<file path="config.mk">
export PLATFORM = sky130hd
export DESIGN_NAME = serial_tx_framer
export DESIGN_NICKNAME = d
export VERILOG_FILES = /design/src/rtl/serial_tx_framer_pkg.sv /design/src/rtl/serial_tx_framer_shiftreg.sv /design/src/rtl/serial_tx_framer.sv
export SDC_FILE = /design/constraint.sdc
export NUM_CORES = 1
export LEC_CHECK = 0
export BUFFER_PORTS_ARGS = -buffer_cell sky130_fd_sc_hd__buf_2
export CAP_MARGIN = 20
export CORE_MARGIN = 2
export CORE_UTILIZATION = 45
export CTS_BUF_LIST = sky130_fd_sc_hd__clkbuf_4 sky130_fd_sc_hd__clkbuf_8 sky130_fd_sc_hd__clkbuf_16
export DETAILED_ROUTE_END_ITERATION = 7
export PLACE_DENSITY = 0.66
export SLEW_MARGIN = 10
export SYNTH_ARGS = -nofsm -noshare
export SYNTH_HDL_FRONTEND = slang
export SYNTH_SLANG_ARGS = --single-unit
</file>
<file path="constraint.sdc">
create_clock -name clock_in -period 2.55 [get_ports clock_in]
set_input_delay 0.1275 -clock clock_in [delete_from_list [all_inputs] [get_ports clock_in]]
set_output_delay 0.1275 -clock clock_in [all_outputs]
set_load 0.005 [all_outputs]
</file>
<file path="src/rtl/serial_tx_framer_pkg.sv">
// rtl/serial_tx_framer_pkg.sv - state encoding and counter width helpers for the serial transmit framer
package serial_tx_framer_pkg;

   typedef enum logic [2:0] {
      ST_IDLE   = 3'd0,
      ST_START  = 3'd1,
      ST_DATA   = 3'd2,
      ST_PARITY = 3'd3,
      ST_STOP   = 3'd4
   } state_e;

   function automatic int div_width(input int div);
      return (div <= 1) ? 1 : $clog2(div);
   endfunction

   function automatic int bit_cnt_width(input int width);
      return $clog2(width + 1);
   endfunction

endpackage

</file>
<file path="src/rtl/serial_tx_framer_shiftreg.sv">
// rtl/serial_tx_framer_shiftreg.sv - parallel-load shift register with loaded-bit count and empty flag
module shiftreg
   import serial_tx_framer_pkg::*;
#(
   parameter int WIDTH = 8,
   parameter bit LEFT  = 1'b0
) (
   input  logic             clk_i,
   input  logic             rst_i,
   input  logic             pload_i,
   input  logic             shift_i,
   input  logic [WIDTH-1:0] din_i,
   output logic             so_o,
   output logic             empty_o
);

   localparam int CW = bit_cnt_width(WIDTH);

   logic [WIDTH-1:0] data_q, data_d;
   logic [CW-1:0]    cnt_q, cnt_d;

   always_comb begin
      data_d = data_q;
      cnt_d  = cnt_q;
      if (pload_i) begin
         data_d = din_i;
         cnt_d  = CW'(WIDTH);
      end else if (shift_i && (cnt_q != '0)) begin
         data_d = LEFT ? (data_q << 1) : (data_q >> 1);
         cnt_d  = cnt_q - CW'(1);
      end
   end

   always_ff @(posedge clk_i) begin
      if (rst_i) begin
         data_q <= '0;
         cnt_q  <= '0;
      end else begin
         data_q <= data_d;
         cnt_q  <= cnt_d;
      end
   end

   // so_o is the bit that the next shift pushes out
   assign so_o    = LEFT ? data_q[WIDTH-1] : data_q[0];
   assign empty_o = (cnt_q == '0);

endmodule

</file>
<file path="src/rtl/serial_tx_framer.sv">
// rtl/serial_tx_framer.sv - UART-style transmit framer: start, WIDTH data bits LSB first, stop bits
// Defining SERIAL_TX_FRAMER_PARITY_EN adds an even-parity bit between data and stop.
module serial_tx_framer
   import serial_tx_framer_pkg::*;
#(
   parameter int WIDTH     = 8,
   parameter int DIV       = 16,
   parameter int STOP_BITS = 1
) (
   input  logic             clock_in,
   input  logic             reset_in,
   input  logic [WIDTH-1:0] data_in,
   input  logic             valid_in,
   output logic             ready_out,
   output logic             tx_out,
   output logic             busy_out,
   output logic             bit_tick_out
);

   localparam int DIV_W = div_width(DIV);

   state_e           state_q, state_d;
   logic [DIV_W-1:0] div_q, div_d;
   logic             stop_q, stop_d;
   logic             tx_q, tx_d;
   logic             ready_q, busy_q, tick_q, tick_d;
   logic             tick, pload, shift, sr_so, sr_empty;

   assign tick = (div_q == DIV_W'(DIV - 1));

   shiftreg #(
      .WIDTH (WIDTH),
      .LEFT  (1'b0)
   ) u_shiftreg (
      .clk_i   (clock_in),
      .rst_i   (reset_in),
      .pload_i (pload),
      .shift_i (shift),
      .din_i   (data_in),
      .so_o    (sr_so),
      .empty_o (sr_empty)
   );

`ifdef SERIAL_TX_FRAMER_PARITY_EN
   logic parity_q;

   always_ff @(posedge clock_in) begin
      if (reset_in) begin
         parity_q <= 1'b0;
      end else if (pload) begin
         parity_q <= ^data_in;
      end
   end
`endif

   // Shifts happen on entry to each data bit, so sr_so is the bit about to go on the line
   always_comb begin
      state_d = state_q;
      div_d   = div_q;
      stop_d  = stop_q;
      pload   = 1'b0;
      shift   = 1'b0;
      if (state_q == ST_IDLE) begin
         div_d = '0;
         if (valid_in && ready_q) begin
            state_d = ST_START;
            pload   = 1'b1;
         end
      end else begin
         div_d = tick ? '0 : div_q + DIV_W'(1);
         case (state_q)
            ST_START: begin
               if (tick) begin
                  state_d = ST_DATA;
                  shift   = 1'b1;
               end
            end
            ST_DATA: begin
               if (tick) begin
                  if (sr_empty) begin
`ifdef SERIAL_TX_FRAMER_PARITY_EN
                     state_d = ST_PARITY;
`else
                     state_d = ST_STOP;
`endif
                     stop_d = 1'b0;
                  end else begin
                     shift = 1'b1;
                  end
               end
            end
`ifdef SERIAL_TX_FRAMER_PARITY_EN
            ST_PARITY: begin
               if (tick) state_d = ST_STOP;
            end
`endif
            ST_STOP: begin
               if (tick) begin
                  if (stop_q == 1'(STOP_BITS - 1)) state_d = ST_IDLE;
                  else                             stop_d  = stop_q + 1'b1;
               end
            end
            default: state_d = ST_IDLE;
         endcase
      end
   end

   always_comb begin
      tx_d = 1'b1;
      case (state_d)
         ST_START:  tx_d = 1'b0;
         ST_DATA:   tx_d = shift ? sr_so : tx_q;
`ifdef SERIAL_TX_FRAMER_PARITY_EN
         ST_PARITY: tx_d = parity_q;
`endif
         default:   tx_d = 1'b1;
      endcase
      tick_d = (state_d != ST_IDLE) && (div_d == DIV_W'(DIV - 1));
   end

   always_ff @(posedge clock_in) begin
      if (reset_in) begin
         state_q <= ST_IDLE;
         div_q   <= '0;
         stop_q  <= 1'b0;
         tx_q    <= 1'b1;
         ready_q <= 1'b1;
         busy_q  <= 1'b0;
         tick_q  <= 1'b0;
      end else begin
         state_q <= state_d;
         div_q   <= div_d;
         stop_q  <= stop_d;
         tx_q    <= tx_d;
         ready_q <= (state_d == ST_IDLE);
         busy_q  <= (state_d != ST_IDLE);
         tick_q  <= tick_d;
      end
   end

   assign tx_out       = tx_q;
   assign ready_out    = ready_q;
   assign busy_out     = busy_q;
   assign bit_tick_out = tick_q;

endmodule

</file>
# Word level (Yosys, flattened, before mapping)
# Index checks and enable logic that the tools add are counted.
dict set report op_classes {
  n_eq_ne 11
  n_mux 28
  n_addsub 3
  bitwise 1
  n_reduce_logical 12
}
# operator n
set ops {}
lappend ops {{2-to-1 mux 3 bit} 7}
lappend ops {{2-to-1 mux 4 bit} 4}
lappend ops {{2-to-1 mux 8 bit} 2}
lappend ops {{2-to-1 mux 1 bit} 11}
lappend ops {{one-hot mux 3 bit (3 select lines)} 1}
lappend ops {{equality test 4 bit, second input constant} 2}
lappend ops {{inequality test 2 bit, second input constant} 4}
lappend ops {{equality test 3 x 1 -> 1 bit, second input constant} 2}
lappend ops {{equality test 3 x 2 -> 1 bit, second input constant} 2}
lappend ops {{logical NOT 3 bit} 2}
lappend ops {{one-hot mux 1 bit (2 select lines)} 3}
lappend ops {{AND reduction 5 bit} 1}
lappend ops {{adder 4 x 1 -> 4 bit, second input constant} 1}
lappend ops {{logical NOT 4 bit} 1}
lappend ops {{nonzero test 2 bit} 2}
lappend ops {{nonzero test 4 bit} 1}
lappend ops {{subtractor 4 x 1 -> 4 bit, second input constant} 1}
lappend ops {{equality test 3 bit, second input constant} 1}
lappend ops {{logical AND 1 bit} 3}
lappend ops {{nonzero test 3 bit} 1}
lappend ops {{OR reduction 2 bit} 1}
lappend ops {{adder 1 bit, second input constant} 1}
lappend ops {{inverter 1 bit} 1}
dict set report word_totals {
  input_bits 11
  out_inout_bits 4
  wordCells 65
  reg_bits 24
}

# Depth between registers and ports, before layout
# Gate-level depths: netlist (run 1).
dict set report logic_depth {
  word_depth 8
  ltp_mapped 7
  mapped_depth_nobuf 6
}

# Hierarchy
# Synthesis (run 1) repeated with hierarchy kept, for this count alone.
dict set report hier_totals {
  cells_unflattened 125
  hier_area_um2 1168.6
}
# module n_inst area_each_um2 cells_per_inst
set by_module_without_submodules {}
lappend by_module_without_submodules {shiftreg 1 646.9 69}
lappend by_module_without_submodules {serial_tx_framer 1 521.8 56}

# Least setup slack after synthesis (run 1)
# No wires, ideal clock.
dict set report synth_timing {
  path_kind {register to register}
  from {register u_shiftreg.cnt_q[0]}
  to {register u_shiftreg.cnt_q[1]}
  stages_incl_launch_ff 7
  path_buffers 1
  slack_ps 784
  setup_time_ps 100
  arrival_time_ps 1667
  required_time_ps 2450
  path_cell_list {dfxtp_1 > inv_1 > ha_1 > or3b_2 > and3_1 > buf_6 > a2111oi_4}
}
dict set report synth_via {
  elab_chain_len 6
}
# element line
set synth_rtl {}
lappend synth_rtl {{from (decl)} serial_tx_framer_shiftreg.sv:20} ;# logic [CW-1:0] cnt_q, cnt_d;
lappend synth_rtl {{from (signal assigned)} serial_tx_framer_shiftreg.sv:40} ;# cnt_q <= cnt_d;
lappend synth_rtl {{logical NOT 4 bit} serial_tx_framer_shiftreg.sv:46} ;# assign empty_o = (cnt_q == '0);
lappend synth_rtl {{2-to-1 mux 1 bit} serial_tx_framer.sv:80} ;# if (sr_empty) begin
lappend synth_rtl {{2-to-1 mux 1 bit} serial_tx_framer.sv:79} ;# if (tick) begin
lappend synth_rtl {{one-hot mux 1 bit (2 select lines)} serial_tx_framer.sv:71} ;# case (state_q)
lappend synth_rtl {{2-to-1 mux 1 bit} serial_tx_framer.sv:63} ;# if (state_q == ST_IDLE) begin
lappend synth_rtl {{logical AND 1 bit} serial_tx_framer_shiftreg.sv:28} ;# end else if (shift_i && (cnt_q != '0)) begin
# Several ways; a longest one is shown, not always the timed one.
# A chain may end at the register's enable or synchronous reset.

# Final worst setup path (run 1)
dict set report layout_timing {
  from {register div_q[0]}
  to {register u_shiftreg.cnt_q[1]}
}
dict set report layout_via {
  elab_chain_len 5
}
# element line
set layout_rtl {}
lappend layout_rtl {{from (decl)} serial_tx_framer.sv:23} ;# logic [DIV_W-1:0] div_q, div_d;
lappend layout_rtl {{from (signal assigned)} serial_tx_framer.sv:132} ;# div_q <= div_d;
lappend layout_rtl {{equality test 4 bit *} serial_tx_framer.sv:29} ;# assign tick = (div_q == DIV_W'(DIV - 1));
lappend layout_rtl {{2-to-1 mux 1 bit, on equally long branches} {serial_tx_framer.sv:79, serial_tx_framer.sv:73}}
lappend layout_rtl {{one-hot mux 1 bit (2 select lines) *} serial_tx_framer.sv:71}
lappend layout_rtl {{2-to-1 mux 1 bit *} serial_tx_framer.sv:63}
lappend layout_rtl {{logical AND 1 bit *} serial_tx_framer_shiftreg.sv:28}
# Every way passes the cells marked *; elsewhere a longest branch is shown, timed or not.

==> qor.yml, run 1 <==
status: "finished, final reports clean"
grt_pass1_wl_um: 3170
cts_inserted_buffers: 3
routedWlPerCell_um: 12.6
routed_wl_um: 1940
cp-end-kind: "flop"
cp_data_arrival_time_ns: 2.28
syn_inst: 113
fin_hold_ws_ns: 0.0428
fmax_mhz: 487
port_buffers: 14
final_max_slew_viol_count: 0
track_usage: 0.158
synth-seq-cells: 23
worstPathRequired_ns: 2.77
first_iter_violations: 26
fin_crit_ns: 2.05
post-cts-setup-buffers: 0
avgViaCountPerCell: 5.53
layout_common_cells: "dfxtp_1, buf_2, nor2_1, nor3_1"
setup_violations: 0
ant_nets: 0
nFillCells: 221
cp-start-kind: "flop"
critPathMaxFanout: 11
ys_warn_count: 0
synth_nets: 126
grt_max_degree: 22
hold_violations: 0
dp_cells: 150
placed_area_um2: 1140
p_per_area_nw_per_um2: 563
ir_drop_mv: 0.285
criticalPathCategory: "reg -> reg"
io_pins: 15
cts_resized: 0
grt_pass1_vias: 723
nets: 140
design_power_total_mw: 0.657
fin_util: 0.528
design_area_um2: 1170
crit_start: "div_q[0]"
fin_crit_sh: 0.806
tns_ns: 0
detailedRoute.firstPassIterationCount: 4
start_util: 0.479
p_leak_nw: 0.425
routabilityCongestion: 0.784
vias: 852
overflow: 0
drive_gt1_frac: 0.183
clk_path_buf_depth: 2
instances_no_fill: 154
drc_errors: 0
dp_hpwl_um: 1390
synth.top_cell.area_share: 0.434
dp_slack_ns: 0.532
die_h_um: 52.5
fp.dieW_um: 52.5
clock_latency_ns: 0.31
reg2reg_from: "div_q[0]"
clk_pin_slew_worst_paths_ns: 0.13
htree_levels: 1
hold_class: "in -> reg"
fin_skew_ns: 0.00311
core_area_um2: 2210
antenna_found_initial: 0
ys_top_cells_by_area: "dfxtp_1, mux2i_1, a211oi_1, nor3_1, nor2_1"
worst_pin_slew_ns: 0.660
avgSynthCellArea_um2: 9.38
area_delta_synth_final_pct: 10.2
drv_cap: 0
antenna_cells: 0
final_common_cell: "dfxtp_1"
design.die.area_um2: 2760
cts-hold-fix-buffers: 0
fin_ws_ns: 0.496
worst_hold_startpoint: "data_in[7]"
rsz0062_at_grt: "no"
rows: 17
root_buffer: "clkbuf_4"
cts_tree: "built"
synth.largest_area_cell: "dfxtp_1"
ys_seq_area_frac: 0.434
synth.distinct_cells: 33
syn_area_um2: 1060
slew_headroom: 0.559
clock-sinks: 23
power breakdown:
part / total (mW) / leakage (nW) / internal, mW / switching, mW
clock: 0.181 / 0.0184 / 0.0717 / 0.110
combinational: 0.0796 / 0.219 / 0.0344 / 0.0452
sequential: 0.397 / 0.188 / 0.382 / 0.0147
total: 0.657 / 0.425 / 0.488 / 0.169
cell families (layout without fill, tap and decap cells):
| kind of cell | after synthesis | in the layout | synth area share |
|---|---|---|---|
| AND/OR/NAND/NOR | 46 | 46 | 0.235 |
| flip-flops | 23 | 23 | 0.434 |
| AO/OA/AOI/OAI | 17 | 17 | 0.130 |
| buffers and inverters | 10 | 23 | 0.0437 |
| multiplexers | 8 | 8 | 0.0756 |
| XOR/XNOR | 7 | 7 | 0.0579 |
| adder cells (fa/ha/maj) | 2 | 2 | 0.0236 |
worst paths after layout:
kind	cells after the start	endpoint	slack, ns
setup / recovery	5	u_shiftreg.cnt_q[1]	0.50
hold / removal	3	u_shiftreg.data_q[7]	0.04
setup reg to reg	5	u_shiftreg.cnt_q[1]	0.50
hold reg to reg	2	u_shiftreg.data_q[7]	0.50
synth_stat cells (all sizes together):
cell type and n:
a2111oi 3, a211oi 8, a21oi 4, a31oi 1
and2 1, and3 3, and4b 1, buf 2
clkbuf 3, dfxtp 23, ha 2, inv 5
mux2i 8, nand2 5, nand3 5, nand3b 1
nand4 2, nor2 10, nor2b 1, nor3 10
nor3b 1, nor4 2, o21ai 1, or2 1
or3 1, or3b 1, or4b 1, xnor2 3
xor2 4
critical path, stage by stage (launching register included):
cell and delay [ns]:
dfxtp_1 0.39, ha_1 0.27, and4b_1 0.28, and3_1 0.56
nor2_1 0.15, a2111oi_4 0.32
layout make-up:
type | count | area (um^2) | area share
repair buffers | 14 | 70.1 | 0.0600
clock buffers | 4 | 30.0 | 0.0257
flip-flops and latches | 23 | 460 | 0.394
multi-input cells | 80 | 553 | 0.474
well taps | 28 | 35.0 | 0.0300
inverters | 5 | 18.8 | 0.0161
per-layer routing:
layer / wire length (um) / GRT usage / share of wire / vias to the layer above
li1: - / - / - / 436
met1: 948 / 0.217 / 0.49 / 390
met2: 901 / 0.240 / 0.46 / 24
met3: 76 / 0.0257 / 0.039 / 2
met4: 14 / 0.0769 / 0.0072 / 0
met5: 0 / 0 / 0 / -
registers in the layout (all words and copies together) (netlist names):
signal and cells:
bit_tick_out 1, busy_out 1, div_q 4, ready_out 1, state_q 3, tx_out 1
u_shiftreg.cnt_q 4, u_shiftreg.data_q 8
(Power assumes the default switching activity.)
==> run 2: changes to the inputs <==
--- a/config.mk
+++ b/config.mk
@@ -11,7 +11,7 @@
 export CORE_UTILIZATION = 45
 export CTS_BUF_LIST = sky130_fd_sc_hd__clkbuf_4 sky130_fd_sc_hd__clkbuf_8 sky130_fd_sc_hd__clkbuf_16
 export DETAILED_ROUTE_END_ITERATION = 7
-export PLACE_DENSITY = 0.66
+export PLACE_DENSITY = 0.69
 export SLEW_MARGIN = 10
 export SYNTH_ARGS = -nofsm -noshare
 export SYNTH_HDL_FRONTEND = slang
==> constraint.sdc (replaced) <==
create_clock -name clock_in -period 1.87 [get_ports clock_in]
set_input_delay 0.0935 -clock clock_in [delete_from_list [all_inputs] [get_ports clock_in]]
set_output_delay 0.0935 -clock clock_in [all_outputs]
set_load 0.005 [all_outputs]
==> run 2 against run 1 <==
Effect of this change:
- non-clock buffer count increased by 10
- register-to-register slack worse by 0.42 ns
- fmax increased by 14%
- cell count increased by 7.1%
- sequential power is 36% higher
- first-iteration DRC count fell by 54%
==> qor.yml, run 2 (synthesis gave the netlist of run 1 again) <==
status: "finished, final reports clean"  # unchanged
antenna_found_initial: 0  # unchanged
fin_hold_ws_ns: 0.00293  # was 0.0428 ns
ir_drop_mv: 0.464  # was 0.285 mV
port_buffers: 14  # unchanged
final_common_cell: "dfxtp_1"  # unchanged
p_switching_mw: 0.242  # was 0.169 mW
final_max_slew_viol_count: 0  # unchanged
vias: 862  # was 852
first_iter_violations: 12  # was 26
routed_wl_um: 2080  # was 1940 um
largest-register: "u_shiftreg.data_q"  # unchanged
core_area_um2: 2210  # unchanged
fmax_mhz: 557  # was 487 MHz
overflow: 0  # unchanged
cts_inserted_buffers: 3  # unchanged
fin_ws_ns: 0.0732  # was 0.496 ns
cts_tree: "built"  # unchanged
design.die.area_um2: 2760  # unchanged
routabilityCongestion: 0.795  # was 0.784
reg_top3: "u_shiftreg.data_q (8), div_q (4), u_shiftreg.cnt_q (4)"  # unchanged
path_cells: "inv_1, ha_1, or3b_2, and3_4, mux2i_1, a211oi_1"  # was ha_1, and4b_1, and3_1, nor2_1, a2111oi_4
p_int_mw: 0.667  # was 0.488 mW
root_buffer: "clkbuf_4"  # unchanged
dp_cells: 160  # was 150
cpLargestDelayFamily: "simple AND/OR/NAND/NOR gates"  # unchanged
track_usage: 0.174  # was 0.158
cp-end-kind: "flop"  # unchanged
dp_hpwl_um: 1440  # was 1390 um
clk_pin_slew_worst_paths_ns: 0.13  # about the same
post-cts-setup-buffers: 0  # unchanged
cp_data_arrival_time_ns: 2.03  # was 2.28 ns
hold_class: "in -> reg"  # unchanged
fin_crit_ns: 1.80  # was 2.05 ns
critPathMaxFanout: 6  # was 11
ant_nets: 0  # unchanged
comb_power_share: 0.151  # was 0.121
critPathBufInv: 1  # was 0
htree_levels: 1  # unchanged
dp_slack_ns: -0.0774  # was 0.532 ns
avgViaCountPerCell: 5.22  # was 5.53
rows: 17  # unchanged
p_leak_nw: 0.477  # was 0.425 nW
nets: 151  # was 140
p_per_area_nw_per_um2: 716  # was 563 nW/um^2
grt_pass1_wl_um: 3480  # was 3170 um
io_pins: 15  # unchanged
routedWlPerCell_um: 12.6  # about the same
cp-start-kind: "flop"  # unchanged
grt_max_degree: 22  # unchanged
setup_violations: 0  # unchanged
drc_errors: 0  # unchanged
largest_register_ffs: 8  # unchanged
clk_path_buf_depth: 2  # unchanged
max_stage_delay_ns: 0.50  # was 0.56 ns
hold_violations: 0  # unchanged
criticalPathCategory: "reg -> reg"  # unchanged
fp.dieW_um: 52.5  # unchanged
crit_slowest_cell: "or3b_2"  # was and3_1
die_h_um: 52.5  # unchanged
fin_skew_ns: 0.00970  # was 0.00311 ns
fin_crit_sh: 0.961  # was 0.806
rsz0062_at_grt: "no"  # unchanged
worstPathRequired_ns: 2.11  # was 2.77 ns
start_util: 0.479  # unchanged
clock-sinks: 23  # unchanged
detailedRoute.firstPassIterationCount: 4  # unchanged
design_power_total_mw: 0.909  # was 0.657 mW
pwr-share-clk: 0.256  # was 0.276
clock_latency_ns: 0.32  # was 0.31 ns
slew_headroom: 0.607  # was 0.559
instances_no_fill: 165  # was 154
switching_share: 0.266  # was 0.258
antenna_cells: 0  # unchanged
p_seq_frac: 0.593  # was 0.603
grt_pass1_vias: 800  # was 723
tns_ns: 0  # unchanged
area_delta_synth_final_pct: 19.7  # was 10.2%
worst_pin_slew_ns: 0.575  # was 0.660 ns
layout_common_cells: "dfxtp_1, buf_2, nor2_1, buf_4, nor3_1"  # was dfxtp_1, buf_2, nor2_1, nor3_1
drive_gt1_frac: 0.277  # was 0.183
cts-hold-fix-buffers: 0  # unchanged
drv_cap: 0  # unchanged
[run 2: cell types whose count changed in the layout (fill, tap and decap cells not counted), sizes merged]
cell,delta
clkinv,+1
and3,+1
buf,+10
clkbuf,-1
[run 2: power by group through the flow]
| stage | Clock, mW | Combinational (mW) | Sequential (mW) |
|---|---|---|---|
| final | 0.232 | 0.137 | 0.539 |
| after detailed placement | 0 | 0.132 | 0.550 |
| after global placement | 0 | 0.131 | 0.549 |
| after CTS | 0.241 | 0.133 | 0.539 |
| after floorplan | 0 | 0.0755 | 0.548 |
| after global routing | 0.265 | 0.152 | 0.545 |
[run 2: metal layers]
metal  up-vias  GRT usage  wire length, um
met3         5     0.0371               48
met5         -          0                0
met2         9      0.246              975
li1        460          -                -
met4         0      0.103               44
met1       388      0.242             1020
[run 2: metrics by stage]
step | utilization | area (um^2)
after floorplan | - | 1060
after global placement | 0.548 | 1210
after detailed placement | 0.548 | 1210
after CTS | 0.563 | 1240
after global routing | 0.574 | 1270
final | 0.574 | 1270
[run 2: path summary, 6_finish.rpt]
kind | slack [ns] | to | start | cells after the start
worst min-delay path | 0.003 | u_shiftreg.data_q[7] | data_in[7] | 3
worst max register to register | 0.07 | u_shiftreg.data_q[1] | u_shiftreg.cnt_q[0] | 6
worst min register to register | 0.51 | u_shiftreg.data_q[7] | u_shiftreg.data_q[7] | 2
worst max-delay path | 0.07 | u_shiftreg.data_q[1] | u_shiftreg.cnt_q[0] | 6
[run 2: final cells by class]
| class | count | area (um^2) |
|---|---|---|
| clock inverter | 1 | 5.00 |
| tap | 28 | 35.0 |
| inverter | 5 | 18.8 |
| sequential | 23 | 460 |
| clock buffer | 3 | 22.5 |
| timing repair buffer | 24 | 145 |
| fill | 211 | 943 |
| multi-input combinational | 81 | 582 |
[run 2: what timing repair did]
item                                    CTS  global route
gates resized for setup                   2             4
gates cloned                              0             1
pin swaps                                 0             2
endpoints found under the setup margin    9             7
[run 2: worst register-to-register path: cells and delay by family, from the launching register on]
kind            cells  cell delay, ns
compound gates      1            0.25
fa+ha+maj           1            0.17
buf+inv             1            0.06
flops               1            0.36
mux                 1            0.13
simple gates        2            0.76
